File: config.mk
export PLATFORM = sky130hd
export DESIGN_NAME = uart_tx_axis
export DESIGN_NICKNAME = d
export VERILOG_FILES = /design/src/rtl/uart_tx_axis.sv
export SDC_FILE = /design/constraint.sdc
export NUM_CORES = 1
export LEC_CHECK = 0
export ABC_AREA = 1
export BUFFER_PORTS_ARGS = -buffer_cell sky130_fd_sc_hd__buf_2
export CAP_MARGIN = 5
export CORE_ASPECT_RATIO = 1.1
export CORE_MARGIN = 2
export CORE_UTILIZATION = 40
export DETAILED_ROUTE_END_ITERATION = 10
export PLACE_DENSITY = 0.64
export REMOVE_ABC_BUFFERS = 1
export SLEW_MARGIN = 10
export SYNTH_ARGS = -nofsm -noshare
export SYNTH_HDL_FRONTEND = slang
export SYNTH_SLANG_ARGS = --single-unit
File: constraint.sdc
create_clock -name clk_i -period 2.45 [get_ports clk_i]
set_input_delay 0.6125 -clock clk_i [delete_from_list [all_inputs] [get_ports clk_i]]
set_output_delay 0.6125 -clock clk_i [all_outputs]
set_load 0.05 [all_outputs]
File: src/rtl/uart_tx_axis.sv
// rtl/uart_tx_axis.sv - UART transmitter fed by a ready/valid byte stream through a FIFO
// Purpose: queues bytes in a FIFO and sends each one as a UART frame: a start bit,
//   D0..D7 LSB first, an optional parity bit and 1 or 2 stop bits. Back-to-back
//   frames have no idle gap between them.
// Ports:
//   clk_i        in   system clock, rising edge
//   reset_i      in   synchronous active-high reset
//   valid_i      in   data_i holds a byte to send
//   data_i       in   byte to send
//   ready_o      out  FIFO not full; byte taken on an edge where valid_i & ready_o
//   tx_serial_o  out  UART line, idle high, registered
//   busy_o       out  FIFO non-empty or a frame is on the line
module uart_tx_axis #(
  parameter int CLK_FREQ_HZ     = 25_000_000,
  parameter int BAUD_RATE       = 115_200,
  parameter int PARITY          = 0,
  parameter int STOP_BITS       = 1,
  parameter int FIFO_DEPTH_LOG2 = 4
) (
  input  logic       clk_i,
  input  logic       reset_i,
  input  logic       valid_i,
  input  logic [7:0] data_i,
  output logic       ready_o,
  output logic       tx_serial_o,
  output logic       busy_o
);

  localparam int CLKS_PER_BIT = CLK_FREQ_HZ / BAUD_RATE;
  localparam int DEPTH        = 1 << FIFO_DEPTH_LOG2;
  localparam int CW           = $clog2(CLKS_PER_BIT + 1);
  localparam logic [CW-1:0] BIT_LAST = CW'(CLKS_PER_BIT - 1);
  localparam logic [FIFO_DEPTH_LOG2:0] FULL = {1'b1, {FIFO_DEPTH_LOG2{1'b0}}};

  if (CLKS_PER_BIT < 2) begin : g_chk_clks
    $error("uart_tx_axis: CLKS_PER_BIT must be at least 2");
  end
  if (PARITY > 2 || PARITY < 0) begin : g_chk_parity
    $error("uart_tx_axis: PARITY must be 0, 1 or 2");
  end
  if (STOP_BITS != 1 && STOP_BITS != 2) begin : g_chk_stop
    $error("uart_tx_axis: STOP_BITS must be 1 or 2");
  end

  // FIFO
  logic [7:0]                 mem [DEPTH];
  logic [FIFO_DEPTH_LOG2-1:0] wr_ptr;
  logic [FIFO_DEPTH_LOG2-1:0] rd_ptr;
  logic [FIFO_DEPTH_LOG2:0]   count;
  logic                       push;
  logic                       pop;
  logic [7:0]                 head;
  logic                       head_par;

  assign ready_o  = (count != FULL);
  assign push     = valid_i & ready_o;
  assign head     = mem[rd_ptr];
  assign head_par = (PARITY == 2) ? ~^head : ^head;

  always_ff @(posedge clk_i) begin
    if (push) mem[wr_ptr] <= data_i;
  end

  always_ff @(posedge clk_i) begin
    if (reset_i) begin
      wr_ptr <= '0;
      rd_ptr <= '0;
      count  <= '0;
    end else begin
      if (push) wr_ptr <= wr_ptr + 1'b1;
      if (pop)  rd_ptr <= rd_ptr + 1'b1;
      case ({push, pop})
        2'b10:   count <= count + 1'b1;
        2'b01:   count <= count - 1'b1;
        default: count <= count;
      endcase
    end
  end

  // Frame FSM
  typedef enum logic [2:0] {IDLE, START, DATA, PAR_BIT, STOP} state_t;

  state_t        state, state_n;
  logic [CW-1:0] clk_cnt, clk_cnt_n;
  logic [2:0]    bit_idx, bit_idx_n;
  logic          stop_idx, stop_idx_n;
  logic [7:0]    shift, shift_n;
  logic          par, par_n;
  logic          tx, tx_n;
  logic          bit_done;
  logic          last_stop;

  assign bit_done    = (clk_cnt == '0);
  assign last_stop   = (STOP_BITS == 1) || stop_idx;
  assign tx_serial_o = tx;
  assign busy_o      = (state != IDLE) || (count != '0);

  always_ff @(posedge clk_i) begin
    if (reset_i) begin
      state    <= IDLE;
      clk_cnt  <= '0;
      bit_idx  <= '0;
      stop_idx <= 1'b0;
      shift    <= '0;
      par      <= 1'b0;
      tx       <= 1'b1;
    end else begin
      state    <= state_n;
      clk_cnt  <= clk_cnt_n;
      bit_idx  <= bit_idx_n;
      stop_idx <= stop_idx_n;
      shift    <= shift_n;
      par      <= par_n;
      tx       <= tx_n;
    end
  end

  // tx_n is the line level for the state being entered, so the line changes on
  // the same edge as the state register.
  always_comb begin
    state_n    = state;
    clk_cnt_n  = clk_cnt;
    bit_idx_n  = bit_idx;
    stop_idx_n = stop_idx;
    shift_n    = shift;
    par_n      = par;
    tx_n       = tx;
    pop        = 1'b0;
    if (state != IDLE) clk_cnt_n = clk_cnt - 1'b1;
    case (state)
      IDLE: begin
        tx_n = 1'b1;
        if (count != '0) begin
          pop       = 1'b1;
          shift_n   = head;
          par_n     = head_par;
          clk_cnt_n = BIT_LAST;
          state_n   = START;
          tx_n      = 1'b0;
        end
      end
      START: begin
        if (bit_done) begin
          state_n   = DATA;
          bit_idx_n = 3'd0;
          clk_cnt_n = BIT_LAST;
          tx_n      = shift[0];
        end
      end
      DATA: begin
        if (bit_done) begin
          clk_cnt_n = BIT_LAST;
          shift_n   = {1'b0, shift[7:1]};
          if (bit_idx == 3'd7) begin
            if (PARITY != 0) begin
              state_n = PAR_BIT;
              tx_n    = par;
            end else begin
              state_n    = STOP;
              stop_idx_n = 1'b0;
              tx_n       = 1'b1;
            end
          end else begin
            bit_idx_n = bit_idx + 3'd1;
            tx_n      = shift[1];
          end
        end
      end
      PAR_BIT: begin
        if (bit_done) begin
          state_n    = STOP;
          stop_idx_n = 1'b0;
          clk_cnt_n  = BIT_LAST;
          tx_n       = 1'b1;
        end
      end
      STOP: begin
        if (bit_done) begin
          clk_cnt_n = BIT_LAST;
          if (last_stop) begin
            // Chain straight into the next start bit when more bytes are queued.
            if (count != '0) begin
              pop     = 1'b1;
              shift_n = head;
              par_n   = head_par;
              state_n = START;
              tx_n    = 1'b0;
            end else begin
              state_n = IDLE;
              tx_n    = 1'b1;
            end
          end else begin
            stop_idx_n = 1'b1;
          end
        end
      end
      default: begin
        state_n = IDLE;
        tx_n    = 1'b1;
      end
    endcase
  end

endmodule

Word level (Yosys, flattened, before mapping)
Memories as Yosys holds them, arrays and structs flattened. A register that Yosys moved wholly into a read port is not among the register bits.
Cells that the tools add are included.
{ "totals": {"out_inout_bits": 3, "memories": 1, "ramBits": 128, "ff_bits": 36, "inputBits": 11} }
{ "memory_table": {"columns": ["memory", "words", "word_bits", "read_ports", "rd_clocked_by_memory_dff", "wr", "line_no", "text"], "rows": [
  ["mem", 16, 8, 1, 1, 1, "46", "logic [7:0] mem [DEPTH];"]
]} }
{ "op_classes": {"n_eq_ne": 15, "mux": 35, "reduce_logical": 13, "n_bitwise": 1, "addsub": 6} }
{ "ops": {"columns": ["operator", "n"], "rows": [
  ["8-bit 2-to-1 mux", 6],
  ["3-bit 2-to-1 mux", 9],
  ["8-bit one-hot mux with 3 select lines", 1],
  ["8-bit one-hot mux with 2 select lines", 1],
  ["3-bit one-hot mux with 5 select lines", 1],
  ["2-bit != test, second input constant", 7],
  ["1-bit 2-to-1 mux", 11],
  ["5-bit one-hot mux with 2 select lines", 1],
  ["4-bit by 1-bit adder with 4-bit output, second input constant", 2],
  ["8-bit zero test", 1],
  ["4-bit 2-to-1 mux", 2],
  ["4-bit AND reduction", 2],
  ["8-bit by 1-bit subtractor with 8-bit output, second input constant", 1],
  ["3-bit by 2-bit == test with 1-bit output, second input constant", 2],
  ["3-bit == test, second input constant", 2],
  ["3-bit one-hot mux with 2 select lines", 1],
  ["6-bit AND reduction", 1],
  ["3-bit nonzero test", 2],
  ["5-bit by 1-bit adder with 5-bit output, second input constant", 1],
  ["5-bit != test, second input constant", 1],
  ["1-bit one-hot mux with 5 select lines", 1],
  ["5-bit nonzero test", 1],
  ["5-bit by 1-bit subtractor with 5-bit output, second input constant", 1],
  ["2-bit nonzero test", 2],
  ["10 further kinds", 10]
]} }

Logic depth before layout (Yosys ltp)
Gate-level depths: netlist of the first run.
{ "logic_depth": {"ltp_word": 6, "mapped_depth": 18, "depth_no_buf": 17} }

Least setup slack after synthesis of the first run
OpenSTA, ideal clock, no wires.
{ "synth_timing": {"path_type": "register -> register", "startpoint": "register count[0]", "endpoint": "register count[4]", "period_less_slack_ns": 2.180, "arrival_time_ns": 2.110, "path_stages_with_launch": 16, "setup_slack_ns": 0.270, "t_required_ns": 2.380, "path_buffers": 1, "cell_sequence": "dfxtp_1 nor2_2 nand3_2 nand2_2 ha_1 buf_2 xor2_1 ha_1 inv_1 nand2_1 nand2_1 nand2_1 nand2_1 nand2_1 nand2_1 a21oi_1"} }
{ "synth_between": {"word_cells_on_any_way": 12, "classes_between": "2 x add/sub; 3 x eq/ne; 4 x mux; 1 x bitwise; 2 x reduce/logical"} }
{ "synth_rtl": {"columns": ["element", "line_no", "text"], "rows": [
  ["start: declaration", "49", "logic [FIFO_DEPTH_LOG2:0] count;"],
  ["start signal: assignment", "73", "2'b10: count <= count + 1'b1;"],
  ["start signal: assignment", "74", "2'b01: count <= count - 1'b1;"],
  ["start signal: assignment", "75", "default: count <= count;"],
  ["5-bit != test (*)", "55", "assign ready_o = (count != FULL);"],
  ["named net ready_o", "24", "output logic ready_o,"],
  ["1-bit bitwise AND (*)", "56", "assign push = valid_i & ready_o;"],
  ["2-bit by 1-bit == test with 1-bit output or 2-bit == test (tied branches)", "72", "case ({push, pop})"],
  ["5-bit one-hot mux with 2 select lines or 2-bit nonzero test (tied branches)", null, null]
]} }
Mark *: on every way through the listed nets, which the timed path passes. The rest lies on a longest branch.
A chain may end at the register's enable or synchronous reset.

Worst setup path in the final report of the first run
{ "layout_timing": {"startpoint": "register state[0]", "endpoint": "output busy_o"} }
{ "layout_between": {"elab_chain_cells": 2} }
{ "layout_rtl": {"columns": ["element", "line_no", "text"], "rows": [
  ["start: declaration", "83", "state_t state, state_n;"],
  ["start signal: assignment", "108", "state <= state_n;"],
  ["3-bit nonzero test", "96", "assign busy_o = (state != IDLE) || (count != '0);"],
  ["1-bit logical OR", "96", null],
  ["end: declaration", "26", "output logic busy_o"]
]} }
Every way passes these cells.

==> run metrics, run 1 <==
status completed; R2R Setup Slk 0.18 ns; Core ar. 17680 sq um; actual slew at the worst max-slew pin 0.5891 ns; drt total wl about 15 mm; library cells used by synthesis 38; critical path required time approximately 1.8 ns; total setup buffers inserted after CTS 0; TritonCTS clock tree built; RSZ-0062 raised after global routing true; I/O Buffers 13; n_diodes 0; synth warn 0; largest family of logic cells by synthesized area simple AND/OR/NAND/NOR gates; clock skew ~0.0087 ns; Worst EP arrival 1.71 ns; Critical Path Sink busy_o; vias in the first global route 4758; Total Power around 9 mW; final setup fails 0; mux cell area share after synthesis 0; Placer Congestion roughly 0.85; simple-gate portion of the synthesized area 0.1549; Critical Path Source state[0]; die width 131.8 microns; syn_area_per_cell 10.62 sq um; clock sinks between 150 and 200; Post-DP HPWL ~10 mm; Resized Gates After CTS 1; Leak 2.914 nW; share of layout cells above drive strength 1 0.1413; Initial Utilization 0.4063; P per Cell Area 1093 nW/um^2; post-synth top area share 0.5352; I/O pin cnt 14; commonest non-fill, non-tap cell in the layout nor2_1; HP Class register to register; initial antenna violation count 0; grt ovf 0; Reg2Reg Depth 17; Clock Path Buffers 2; Vias/cell 5.220; initial DRC count 435; Worst-Skew Late Latency 0.43 ns; flops & latches, synth between 150 and 200; clk slew on worst S/H paths 0.06 ns; post-synthesis xor/xnor area fraction 0.01098; routed vias 4975; cell count after synthesis 676; Adder-Cell Fraction of Synth Area 0.01916; drt first pass iters 8; most area-hungry cell type in the Yosys netlist edfxtp_1; endpoints failing hold 0; crit path capture type output pin; routed length per placed instance 16.04 microns; top cells by area, synth edfxtp_1 (54%), dfxtp_1 (11%), nor2_1 (7.4%); root buffer cell clkbuf_16; crit-path max FO 5; Placement Rows 51; Hold Crit Start clk_cnt[7]; Min Hold Slack 0.4662 ns; die area between 15000 and 20000 sq um; Max-Cap Viols 0; final antenna-violating net count 0; most frequent cells in the layout nor2_1 (142), edfxtp_1 (128), o21ai_0 (85); final worst-path cycle share 0.9500; total number of H-tree levels 4; cts bufs inserted 17; DIE HEIGHT about 140 microns; # fillers 1613; register area share after synthesis 0.6467; VDD IR max 0.0006684 V; Crit Path Class register to output pin; Mapped Area 7182 sq um; post-layout min period 2.327 ns; Peak Freq 429.7 MHz; compound-cell area share of the yosys netlist 0.1263; Area Growth Syn to Fin 14.15%; TNS Setup 0 ns; CP Launch Type register; fin worst setup slack 0.1226 ns; GRT Util Overall 0.1657; max_slew headroom 0.6072; worst r2r dst count[4]; fin util 0.4638; fin. max-slew vios 0; setup slack at placement 0.1321 ns; r2r startpoint clk_cnt[0]; first-pass GRT wire length about 24 mm; Remaining DRCs 0; hold_buf cts 0; largest net degree at the start of global routing 65; Net count, final 724
==> state kept, by name (all words and copies together) (netlist names), named ones only <==
register,count
mem,128
clk_cnt,8
shift,8
count,5
rd_ptr,4
wr_ptr,4
bit_idx,3
state,3
tx_serial_o,1
==> per-stage QoR <==
stage	cell area, sq um	std cells
final	8198	953
after global routing	8198	953
after floorplan	7036	646
after CTS	8187	953
after global placement	7606	921
after detailed placement	7606	921
==> cell type report <==
cell class              instances  area [sq um]  share of cell area
clock buffers                  19         432.9             0.05281
clock inverters                13         142.6             0.01740
inverters                      40         155.1             0.01893
multi-input cells             438          2252              0.2747
flip-flops and latches        168          4647              0.5669
well taps                     238         297.8             0.03632
repair buffers                 37         270.3             0.03297
==> cell usage after synthesis <==
master / number
nor2_1: 142
nand2_1: 75
nor3_1: 1
nor2_2: 6
buf_4: 3
a2111oi_2: 1
a221o_1: 1
a31oi_1: 2
inv_2: 11
dfxtp_1: 40
nand2_4: 1
o21ai_1: 7
nand2_2: 3
nand3b_1: 1
xor2_1: 8
o21ai_0: 85
buf_2: 12
nor2_4: 3
ha_1: 11
a21boi_0: 1
nand4_1: 4
inv_4: 2
inv_1: 27
a21oi_4: 1
o32ai_1: 3
buf_1: 2
buf_6: 1
clkbuf_1: 12
edfxtp_1: 128
nand3_1: 21
xnor2_1: 1
nor3_2: 1
nor3_4: 1
nand3_4: 1
nand3_2: 1
a41oi_1: 1
o211ai_1: 30
a21oi_1: 25
==> worst min path at each step <==
stage,end,slack (ns),depth (start not counted)
final,clk_cnt[7],0.47,2
after global routing,bit_idx[2],0.49,2
after CTS,shift[7],0.47,2
after detailed placement,shift[7],0.46,2
after global placement,shift[2],0.45,2
after floorplan,shift[2],0.44,2
==> critical path: stages, from the launching register on <==
cell and delay [ns]:
dfxtp_1 0.36, nor2_4 0.18, inv_2 0.06, nor2_4 0.15, inv_2 0.10, nor2_4 0.18
inv_1 0.05, buf_2 0.21
==> metal layers <==
layer  share of wire  global-route usage  vias up  wire length (microns)
met2            0.50              0.2896      111                   7719
met4          0.0087             0.04748        0                    133
met1            0.44              0.2095     2441                   6798
li1                -                   -     2412                      -
met5               0                   0        -                      0
met3           0.042             0.03470       11                    636
==> cell families after synthesis <==
| group | Yosys count |
|---|---|
| compound gates | 157 |
| xor+xnor | 9 |
| buf+inv | 70 |
| flops | 168 |
| simple gates | 261 |
| fa+ha+maj | 11 |
==> report_power, final <==
part | total [mW] | switching (mW) | leakage [nW] | internal, mW
clock | 2.63 | 1.12 | 0.270 | 1.51
sequential | 3.46 | 0.170 | 1.49 | 3.29
combinational | 2.86 | 1.92 | 1.16 | 0.942
Note: power is estimated with default switching activity, not from simulation.
==> run 2: changes to the inputs <==
GPL_TIMING_DRIVEN = 0   (was not set)
==> run 2 against run 1 <==
Effect of this change:
- count of clock-buffer cells in the layout unchanged
- fmax increased by 0.14%
- register-to-register slack got worse by 0.04 ns
- routed wire length decreased by 1.1%
- cell count decreased by 2.2%
- global-route usage decreased by 0.058 points
- clock skew about the same
- core utilization decreased by 0.59 points
- cell area decreased by 1.3%
- worst hold slack improved by 0.0021 ns
- combinational power decreased by 6%
- via count decreased by 1.6%
==> run metrics, run 2 (same netlist as run 1, synthesis figures left out) <==
grt ovf 0 (unchanged); R2R Setup Slk 0.14 ns (-0.04 ns); VDD IR max 0.0005760 V (-14%); clock skew 0.008840 ns (+0.0001537 ns); Min Hold Slack 0.4683 ns (+0.002101 ns); n_diodes 0 (unchanged); RSZ-0062 raised after global routing true; drt total wl 15.11 mm (-1.1%); Worst Hold Path EP clk_cnt[7]; DIE HEIGHT 144.5 microns (unchanged); cts bufs inserted 17 (unchanged); P per Cell Area 1113 nW/um^2 (+1.8%); cell area after placement 7441 sq um (-2.2%); max_slew headroom 0.3655 (-0.2418); CP max-delay cell dfxtp_1; Net count, final 703 (-2.9%); critical path required time 1.84 ns (about the same); delay-heaviest family, CP simple AND/OR/NAND/NOR gates; Placement Rows 51 (unchanged); final setup fails 0 (unchanged); Worst-Skew Late Latency 0.44 ns (about the same); commonest non-fill, non-tap cell in the layout nor2_1; P_int 5.841 mW (+1.7%); crit path capture type output pin; I/O Buffers 13 (unchanged); setup slack at placement -0.2161 ns (-0.3481 ns); Worst EP arrival 1.71 ns (about the same); Hold Crit Start clk_cnt[7]; first-pass GRT wire length 24.05 mm (-1.7%); total number of H-tree levels 4 (unchanged); Biggest register mem; endpoints failing hold 0 (unchanged); crit-path max FO 5 (unchanged); status completed; clk slew on worst S/H paths 0.07 ns (about the same); HP Class register to register; most frequent cells in the layout nor2_1 (141), edfxtp_1 (128), o21ai_0 (85); Top cell by count, worst path nor2_4; Initial Utilization 0.4063 (unchanged); routed length per placed instance 16.22 microns (+1.1%); post-route cell area 8093 sq um (-1.3%); Total Power 9.004 mW (+0.52%); Area Growth Syn to Fin 12.68%; die area 19040 sq um (unchanged); largest net degree at the start of global routing 65 (unchanged); Remaining DRCs 0 (unchanged); post-layout min period 2.324 ns (-0.003238 ns); Clock Path Buffers 2 (unchanged); final worst-path cycle share 0.9486 (-0.001322); fin. max-slew vios 0 (unchanged); Placer Congestion 0.8201 (-3.4%); max reg flops 128 (unchanged); share of layout cells above drive strength 1 0.1182 (-0.02310); crit path buf inv count 4 (unchanged); vias in the first global route 4813 (+1.2%); Largest stage delay, worst path 0.36 ns (about the same); # fillers 1618 (+0.31%); Max-Cap Viols 0 (unchanged); Peak Freq 430.3 MHz (+0.14%); GRT Util Overall 0.1651 (-0.0005767); Logic pwr share 0.300 (-0.020); largest registers mem x128, clk_cnt x8, shift x8; Leak 2.826 nW (-3.0%); fin worst setup slack 0.1258 ns (+0.003238 ns); CP Launch Type register; switching pwr 3.163 mW (-1.6%); Crit Path Class register to output pin; die width 131.8 microns (unchanged); Vias/cell 5.250 (+0.57%); routed vias 4893 (-1.6%); worst r2r dst shift[5]; Core ar. 17680 sq um (unchanged); clock share of power 0.305 (+0.011); fin util 0.4578 (-0.005946); crit-path cells nor2_4, inv_2, nor2_4, inv_2, nor2_4, inv_1, buf_2; TritonCTS clock tree built; clock sinks 168 (unchanged); switching share of total power 0.3513 (-0.007693); actual slew at the worst max-slew pin 0.9483 ns (+0.3592 ns); final antenna-violating net count 0 (unchanged); area occupied by multi-input gates 2272 sq um (+0.89%); Reg2Reg Depth 5 (-12); drt first pass iters 6 (-2); Post-DP HPWL 9.373 mm (-6.0%); initial DRC count 398 (-8.5%); sequential cell area 4649 sq um (about the same); Hold Path Cell Cnt 2 (unchanged); Sequential Power Share 0.395 (+0.009); I/O pin cnt 14 (unchanged); initial antenna violation count 0 (unchanged); root buffer cell clkbuf_16
## run 2: what timing repair did
action / 4_1_cts / 5_1_grt
gates resized for setup: 3 / 7
hold buffers: 0 / 0
setup endpoints to repair: 5 / 10
buffers inserted: 1 / 0
cloned: 0 / 0
pin swaps: 1 / 0
## run 2: worst min-delay path: cells and delay by family (launching register included)
kind             cells  cell delay (ns)
AO/OA/AOI/OAI        1             0.05
flip-flops           1             0.31
AND/OR/NAND/NOR      1             0.06
## run 2: per-stage QoR
step | std cells | setup TNS, ns
CTS | 932 | 0
finish | 932 | 0
global route | 932 | -0.06954
detailed placement | 899 | -0.5404
global placement | 897 | -9.971
floorplan | 646 | 0
## run 2: worst max path at each step
stage	start	end	slack, ns	cells past startpoint
3_5_place_dp	clk_cnt[0]	count[4]	-0.22	17
4_1_cts	state[0]	busy_o	0.04	7
2_1_floorplan	register	shift[4]	0.08	9
5_1_grt	clk_cnt[0]	count[4]	-0.07	17
3_3_place_gp	register	shift[5]	-1.31	9
6_report	state[0]	busy_o	0.13	7
## run 2: power groups by stage
stage	sequential (mW)	clock [mW]	combinational, mW
after floorplan	3.61	0	1.90
after detailed placement	3.61	0	2.59
final	3.56	2.74	2.70
after global placement	3.69	0	2.39
after CTS	3.55	2.77	2.66
after global routing	3.59	2.86	3.06
## run 2: layout make-up
cell class              instances  area share
clock buffers                  19     0.05349
clock inverters                13     0.02072
inverters                      40     0.01979
multi-input cells             438      0.2808
flip-flops and latches        168      0.5745
well taps                     238     0.03680
repair buffers                 16     0.01391
## run 2: layer usage
metal  wire, microns  vias up  track usage
met5               0        -            0
met3             813       32      0.03926
met2            7414      149       0.2827
met1            6543     2342       0.2015
met4             341        0      0.07037
li1                -     2370            -
